--- src/rtl/sevenseg_decode.sv ---
// Reconstructs a 14-bit binary value from four active-low 7-segment digit patterns.
// Digits are latched on a trigger and accumulated most-significant first, one per clock.
module sevenseg_decode #(
  parameter bit AUTO_MODE   = 1'b0,
  parameter bit ACCEPT_ALT9 = 1'b1
) (
  input  logic        clock,
  input  logic        resetn,
  input  logic [6:0]  seg0,
  input  logic [6:0]  seg1,
  input  logic [6:0]  seg2,
  input  logic [6:0]  seg3,
  input  logic        start,
  output logic [13:0] number,
  output logic        done,
  output logic        busy,
  output logic [3:0]  digitErr,
  output logic        error
);

  typedef enum logic [0:0] {StIdle, StAccum} state_e;

  state_e          state_q, state_d;
  logic [3:0][6:0] pat_q;
  logic [3:0][6:0] seg_all;
  logic [13:0]     acc_q;
  logic [13:0]     acc_next;
  logic [1:0]      idx_q;
  logic [3:0]      err_acc_q;
  logic [13:0]     number_q;
  logic [3:0]      digit_err_q;
  logic            done_q;
  logic            busy_q;
  logic            error_q;
  logic [6:0]      lit;
  logic [3:0]      dig;
  logic            dig_err;
  logic            trigger;
  logic [3:0]      final_err;

  assign seg_all = {seg3, seg2, seg1, seg0};

  // Segment decode on the lit-high form of the currently selected digit.
  always_comb begin
    lit     = ~pat_q[idx_q];
    dig     = 4'd0;
    dig_err = 1'b0;
    case (lit)
      7'h3F:   dig = 4'd0;
      7'h06:   dig = 4'd1;
      7'h5B:   dig = 4'd2;
      7'h4F:   dig = 4'd3;
      7'h66:   dig = 4'd4;
      7'h6D:   dig = 4'd5;
      7'h7D:   dig = 4'd6;
      7'h07:   dig = 4'd7;
      7'h7F:   dig = 4'd8;
      7'h67:   dig = 4'd9;
      7'h6F: begin
        if (ACCEPT_ALT9) dig = 4'd9;
        else             dig_err = 1'b1;
      end
      default: dig_err = 1'b1;
    endcase
  end

  assign acc_next  = (acc_q << 3) + (acc_q << 1) + {10'd0, dig};
  assign final_err = {err_acc_q[3:1], dig_err};
  assign trigger   = (state_q == StIdle) && (start || (AUTO_MODE && (seg_all != pat_q)));

  always_comb begin
    state_d = state_q;
    case (state_q)
      StIdle:  if (trigger) state_d = StAccum;
      StAccum: if (idx_q == 2'd0) state_d = StIdle;
      default: state_d = StIdle;
    endcase
  end

  always_ff @(posedge clock or negedge resetn) begin
    if (!resetn) state_q <= StIdle;
    else         state_q <= state_d;
  end

  always_ff @(posedge clock or negedge resetn) begin
    if (!resetn) begin
      pat_q       <= {4{7'h40}};
      acc_q       <= 14'd0;
      idx_q       <= 2'd3;
      err_acc_q   <= 4'd0;
      number_q    <= 14'd0;
      digit_err_q <= 4'd0;
      done_q      <= 1'b0;
      busy_q      <= 1'b0;
      error_q     <= 1'b0;
    end else begin
      done_q <= 1'b0;
      if (trigger) begin
        pat_q     <= seg_all;
        acc_q     <= 14'd0;
        idx_q     <= 2'd3;
        err_acc_q <= 4'd0;
        busy_q    <= 1'b1;
      end else if (state_q == StAccum) begin
        acc_q            <= acc_next;
        err_acc_q[idx_q] <= dig_err;
        idx_q            <= idx_q - 2'd1;
        if (idx_q == 2'd0) begin
          number_q    <= acc_next;
          digit_err_q <= final_err;
          error_q     <= |final_err;
          done_q      <= 1'b1;
          busy_q      <= 1'b0;
        end
      end
    end
  end

  assign number   = number_q;
  assign digitErr = digit_err_q;
  assign done     = done_q;
  assign busy     = busy_q;
  assign error    = error_q;

endmodule

--- config.mk ---
export PLATFORM = sky130hd
export DESIGN_NAME = sevenseg_decode
export DESIGN_NICKNAME = d
export VERILOG_FILES = /design/src/rtl/sevenseg_decode.sv
export SDC_FILE = /design/constraint.sdc
export NUM_CORES = 1
export LEC_CHECK = 0
export CAP_MARGIN = 20
export CORE_ASPECT_RATIO = 1.75
export CORE_MARGIN = 2
export CORE_UTILIZATION = 50
export DETAILED_ROUTE_END_ITERATION = 10
export GPL_ROUTABILITY_DRIVEN = 0
export HOLD_SLACK_MARGIN = 0.03
export PLACE_DENSITY = 0.74
export RECOVER_POWER = 100
export SETUP_SLACK_MARGIN = 0.05
export SLEW_MARGIN = 10
export SYNTH_ARGS = -nofsm -noshare
export SYNTH_HDL_FRONTEND = slang
export SYNTH_SLANG_ARGS = --single-unit
--- constraint.sdc ---
create_clock -name clock -period 4.8 [get_ports clock]
set_input_delay 0.72 -clock clock [delete_from_list [all_inputs] [get_ports clock]]
set_output_delay 0.72 -clock clock [all_outputs]
set_load 0.1 [all_outputs]
==> results.sh <==
export IMPL_status="complete, but fails checks"
export IMPL_failed_checks="capacitance limit, slew limit"
export IMPL_synthToLayoutAreaGrowth_pct=23.86
export IMPL_layout_nets=409
export IMPL_slew_viol_final=71
export IMPL_grt_pass1_wl_um=11990
export IMPL_tightest_slew_ns=2.016
export IMPL_post_route_drc_count=0
export IMPL_post_cts_setup_buffers=0
export IMPL_cts_root_buf="clkbuf_16"
export IMPL_core_um2=6857
export IMPL_antenna_found_initial=0
export IMPL_synth_area_um2=3513
export IMPL_routed_wl_um=6838
export IMPL_drt_iter0_drc=133
export IMPL_finalHoldViolCount=0
export IMPL_diodes=0
export IMPL_synthTopCellsByArea="dfrtp_1, ha_1, mux2_2, nand2_1, dfstp_2"
export IMPL_yosysTopAreaCellShare=0.4416
export IMPL_ys_ff_latch=68
export IMPL_insertion_delay_ns=0.33
export IMPL_clock_sinks=68
export IMPL_syn_inst=298
export IMPL_ctsHtreeMaxLevel=3
export IMPL_holdCritPathClass="reg2reg"
export IMPL_yosys_cell_types_count=41
export IMPL_crit_type="reg2reg"
export IMPL_first_global_vias=2668
export IMPL_synth_seq_area_share=0.4865
export IMPL_final_antenna_net_count=0
export IMPL_num_fill_cells=550
export IMPL_fin_crit_ns=4.409
export IMPL_fmax_mhz=226.8
export IMPL_syn_mean_instance_area_um2=11.79
export IMPL_ys_warnings_count=0
export IMPL_finalClockSkew_ns=0.006762
export IMPL_route_vias_total=2449
export IMPL_grt_max_degree=39
export IMPL_track_usage=0.2080
export IMPL_cap_violations=2
export IMPL_synth_top_cells_by_count="dfrtp_1, nand2_1, mux2_2"
export IMPL_drive_gt1_frac=0.1549
export IMPL_fin_setup_tns_ns=0
export IMPL_die_area_um2=7740
export IMPL_cp_max_fo=12
export IMPL_worstPathRequired_ns=5.01
export IMPL_io_buffers=51
export IMPL_die_w_um=67.37
export IMPL_reg2reg_from="idx_q[0]$_DFFE_PN1P_"
export IMPL_cts_tree="yes"
export IMPL_numCtsBuffers=9
export IMPL_cp_startpoint="idx_q[0]$_DFFE_PN1P_"
export IMPL_hold_path_startpoint="number[3]$_DFFE_PN0P_"
export IMPL_vias_per_cell=5.579
export IMPL_cp_arrival_ns=4.62
export IMPL_rsz0062_at_grt="false"
export IMPL_overflow=0
export IMPL_synthArstFlopShare=1.000
export IMPL_initial_utilization=0.5124
export IMPL_synth_most_common_cell="dfrtp_1"
export IMPL_relSlewSlack=-0.3439
export IMPL_dp_hpwl_um=5212
export IMPL_die_y_um=114.9
export IMPL_syn_nets=357
export IMPL_multi_input_area_um2=1724
export IMPL_end_kind="flip-flop"
export IMPL_ctsHoldBuffers=0
export IMPL_critPathLaunchType="flip-flop"
export IMPL_synth_edf_count=0
export IMPL_cts_clk_slew_worst_paths_ns=0.05
export IMPL_ios=52
export IMPL_seq_area_um2=1709
export IMPL_cts_repair_resized=0
export IMPL_wire_per_inst_um=15.58
export IMPL_setup_violations=0
export IMPL_clockBufferDepth=2
export IMPL_firstDrtPassIters=4
export IMPL_synth_ff_type="dfrtp_1"
export IMPL_rows=40
export IMPL_post_route_period_util=0.9185
export IMPL_synth_top_area_cell="dfrtp_1"
## layer usage
metal  wire (um)  global-route usage  vias to the layer above
met1        2666              0.2271                     1202
met4         147             0.08707                        0
li1            -                   -                     1177
met2        3805              0.3696                       59
met3         219             0.05577                       11
met5           0                   0                        -
## worst paths after layout
path / end / slack (ns) / cells after the start
worst min register to register: number[3]$_DFFE_PN0P_ / 0.47 / 2
min in group asynchronous: acc_q[3]$_DFFE_PN0P_ / 0.79 / 1
max in group asynchronous: busy$_DFFE_PN0P_ / 1.44 / 2
worst min-delay path: number[3]$_DFFE_PN0P_ / 0.47 / 2
worst max-delay path: number[12]$_DFFE_PN0P_ / 0.39 / 13
worst max register to register: number[12]$_DFFE_PN0P_ / 0.39 / 13
## placed cells by master, fill, tap and decap left out, drive strengths merged, types with 3 or more instances in the layout
cell,n
a21o,5
a21oi,9
a22o,13
clkbuf,18
clkdlybuf4s50,28
dfrtp,62
dfstp,6
dlygate4sd3,22
ha,26
inv,5
mux2,33
mux4,7
nand2,48
nand2b,3
nor2,13
nor2b,3
nor3,4
nor4,3
o21a,3
o21ai,9
o22ai,3
xnor2,7
xor2,5
## worst max-delay path: stages, from the launching register on
cell,delay (ns)
dfstp_2,0.72
mux4_2,0.64
nor2_1,0.23
nand2_1,0.11
a211oi_1,0.28
fa_1,0.51
fa_1,0.48
a21o_1,0.19
a21oi_1,0.28
o21a_1,0.17
o21ai_0,0.10
a31oi_1,0.20
xnor2_1,0.11
mux2_2,0.27
## final cells by class
class / instances / share of cell area
clock buffer: 15 / 0.06383
inverter: 5 / 0.004313
tap: 84 / 0.02415
multi-input combinational: 213 / 0.3962
clock inverter: 1 / 0.001150
timing repair buffer: 53 / 0.1176
sequential: 68 / 0.3928
## through the flow
stage / setup slack [ns] / cells / utilization / hold WS [ns] / cell area [um^2]
after floorplan: 0.8077 / 298 / - / 0.4244 / 3513
after global placement: 0.5379 / 423 / 0.5962 / 0.4612 / 4088
after detailed placement: 0.4533 / 423 / 0.5962 / 0.4658 / 4088
after CTS: 0.4313 / 439 / 0.6374 / 0.4461 / 4370
after global routing: 0.1132 / 439 / 0.6347 / 0.4910 / 4352
final: 0.3912 / 439 / 0.6347 / 0.4686 / 4352
## flip-flops by register name (all words and copies together), names as in the netlist
| signal | flops |
|---|---|
| number | 14 |
| busy | 1 |
| done | 1 |
| state_q | 1 |
| acc_q | 13 |
| idx_q | 2 |
| error | 1 |
| digitErr | 4 |
| err_acc_q | 3 |
| pat_q | 28 |
## logic make-up (layout without fill, tap and decap cells)
group,after synthesis,in the layout,share of synthesized area
adder cells (fa/ha/maj),28,28,0.1040
AO/OA/AOI/OAI,53,53,0.1079
flip-flops,68,68,0.4865
AND/OR/NAND/NOR,80,80,0.1004
buffers and inverters,17,74,0.02066
multiplexers,40,40,0.1506
XOR/XNOR,12,12,0.02991
Power is left out: the tool's default activity adds up to more than one toggle a clock period on the data nets, which glitch-free logic cannot reach.
==> edit, RTL diff (same settings) <==
`ACCEPT_ALT9`: 1'b1 -> 1'b0.
--- a/src/rtl/sevenseg_decode.sv
+++ b/src/rtl/sevenseg_decode.sv
@@ -3,5 +3,5 @@
 module sevenseg_decode #(
   parameter bit AUTO_MODE   = 1'b0,
-  parameter bit ACCEPT_ALT9 = 1'b1
+  parameter bit ACCEPT_ALT9 = 1'b0
 ) (
   input  logic        clock,
Function: changed (a bounded check fails within 10 cycles, from zero or initial values and one cycle with resetn low).
==> edit against the unedited design <==
  * The flow still finishes with violations (capacitance limit, slew limit)
  * Synthesized cell count up 30%
  * Routed wire length up 21%
  * Core utilization down 0.40 points
  * Sequential cell count unchanged
  * Fmax up 3.7%
  * Worst setup slack better by 160 ps
  * Cell area up 3.3%
  * Final cell count up 20%
  * Area after synthesis up 4.0%
  * Die area up 3.8%
  * Worst hold slack about the same
Power is not shown: default switching activity piles up to over one toggle a cycle in this logic, so the estimate is an artifact.
==> edit: results (changes against the unedited design) <==
| Metric | Value |
|---|---|
| Outcome | `complete, but fails checks` |
| Failing checks | `capacitance limit, slew limit` |
| Cells taking the most area after synthesis | `dfrtp_1 42%, nand2_1 14%, ha_1 8.9%` |
| Setup Skew | `5.73 ps (-1.03 ps)` |
| DP Worst Slack | `682 ps (+228 ps)` |
| HP Class | `register to register` |
| Via count | `2941 (+20%)` |
| Final min period | `4250 ps (-156 ps)` |
| GRT Util Overall | `23.4% (+2.6 points)` |
| Fill count | `598 (+8.7%)` |
| Setup Fix Bufs, Post-CTS | `0 (unchanged)` |
| Vias per cell | `5.60 (+0.42%)` |
| Crit path DAT | `4460 ps (-160 ps)` |
| Slew headroom | `-137% (-100 points)` |
| Reg-to-reg slack, setup | `550 ps (+160 ps)` |
| Post-Syn Instances | `386 (+30%)` |
| Routed length per instance | `15.8 um (+1.4%)` |
| Netlist cell types | `49 (+20%)` |
| Initial antenna violation count | `0 (unchanged)` |
| Post-synthesis sequential area ratio | `46.8% (-1.9 points)` |
| Critical Path End | `acc_q[12]` |
| Placed Area | `0.00421 mm2 (+3.0%)` |
| Max-slew violation count | `69 (-2.8%)` |
| Final HPWL DP | `6070 um (+17%)` |
| Skew-Pair Late Insertion Delay | `330 ps (about the same)` |
| Max reg flops | `28 (unchanged)` |
| Max cap viols | `1 (-1)` |
| Vias in the first global route | `3009 (+13%)` |
| Post-Syn Area | `0.00365 mm2 (+4.0%)` |
| Pre-Repair DR Iteration Count | `6 (+2)` |
| R2R depth | `16 (+3)` |
| FFs w/ async S/R, synth | `100% (unchanged)` |
| Syn Nets | `445 (+25%)` |
| First-pass GRT wire length | `13800 um (+15%)` |
| Fin util | `63.1% (-0.40 points)` |
| Largest net degree at the start of global routing | `69 (+77%)` |
| Slowest-stage cell, CP | `dfstp_2` |
| Antenna Cells | `0 (unchanged)` |
| Layout cells sized above 1 | `7.97% (-7.5 points)` |
| Num CTS Buffers | `9 (unchanged)` |
| Number of cells after detailed placement | `508 (+20%)` |
| List of most frequent post-synthesis cells | `132 x nand2_1, 62 x dfrtp_1, 26 x ha_1, 13 x nor2_1, 12 x o21ai_0` |
| Final nets | `493 (+21%)` |
| YS warnings | `0 (unchanged)` |
| Initial drt markers | `212 (+59%)` |
| Port Buf Inserts | `51 (unchanged)` |
| CP max stage delay | `720 ps (about the same)` |
| Clock slew at reported path FFs | `50 ps (about the same)` |
| CTS Buffer Depth | `2 (unchanged)` |
-- edit: cell types whose count changed after synthesis, moves of 4 or more --
cell	delta
inv_1	+6
mux2_2	-27
nand3_1	+7
nand2_1	+84
o21ai_1	+6
o21ai_0	+4
mux2_1	-5
a22o_1	-4
-- edit: how the worst min path moves through the flow --
stage	start	endpoint	slack (ps)	cells after the start
detailed placement	pat_q[27]	pat_q[27]	460	2
floorplan	resetn	acc_q[0]	420	0
global route	pat_q[13]	pat_q[13]	490	2
CTS	pat_q[6]	pat_q[6]	470	2
finish	pat_q[20]	pat_q[20]	470	2
global placement	pat_q[26]	pat_q[26]	450	2
-- edit: kinds of logic (layout without fill, tap and decap cells) --
| family | Yosys count | count (layout) | synth area share [%] |
|---|---|---|---|
| flip-flops | 68 | 68 | 46.8 |
| multiplexers | 9 | 9 | 4.90 |
| AO/OA/AOI/OAI | 61 | 61 | 11.3 |
| XOR/XNOR | 13 | 13 | 3.12 |
| adder cells (fa/ha/maj) | 28 | 28 | 10.0 |
| AND/OR/NAND/NOR | 179 | 179 | 20.8 |
| buffers and inverters | 28 | 81 | 3.15 |
-- edit: routing by layer --
layer / track usage (%) / part of all wire, % / vias to the layer above
li1: - / - / 1411
met1: 24.0 / 35 / 1380
met2: 39.3 / 53 / 99
met3: 6.50 / 4.2 / 51
met4: 17.5 / 7.5 / 0
met5: 0 / 0 / -
-- edit: critical path, delay by kind of cell, from the launching register on --
kind	cells	cell delay, ps
buffers and inverters	1	70
multiplexers	1	620
flip-flops	1	720
AND/OR/NAND/NOR	4	700
AO/OA/AOI/OAI	7	1280
adder cells (fa/ha/maj)	3	720
-- edit: final cells by class --
type	instances	area share, %
multi-input combinational	290	40.5
tap	86	2.39
clock inverter	5	1.17
timing repair buffer	54	11.8
clock buffer	11	5.18
inverter	11	0.918
sequential	68	38.0
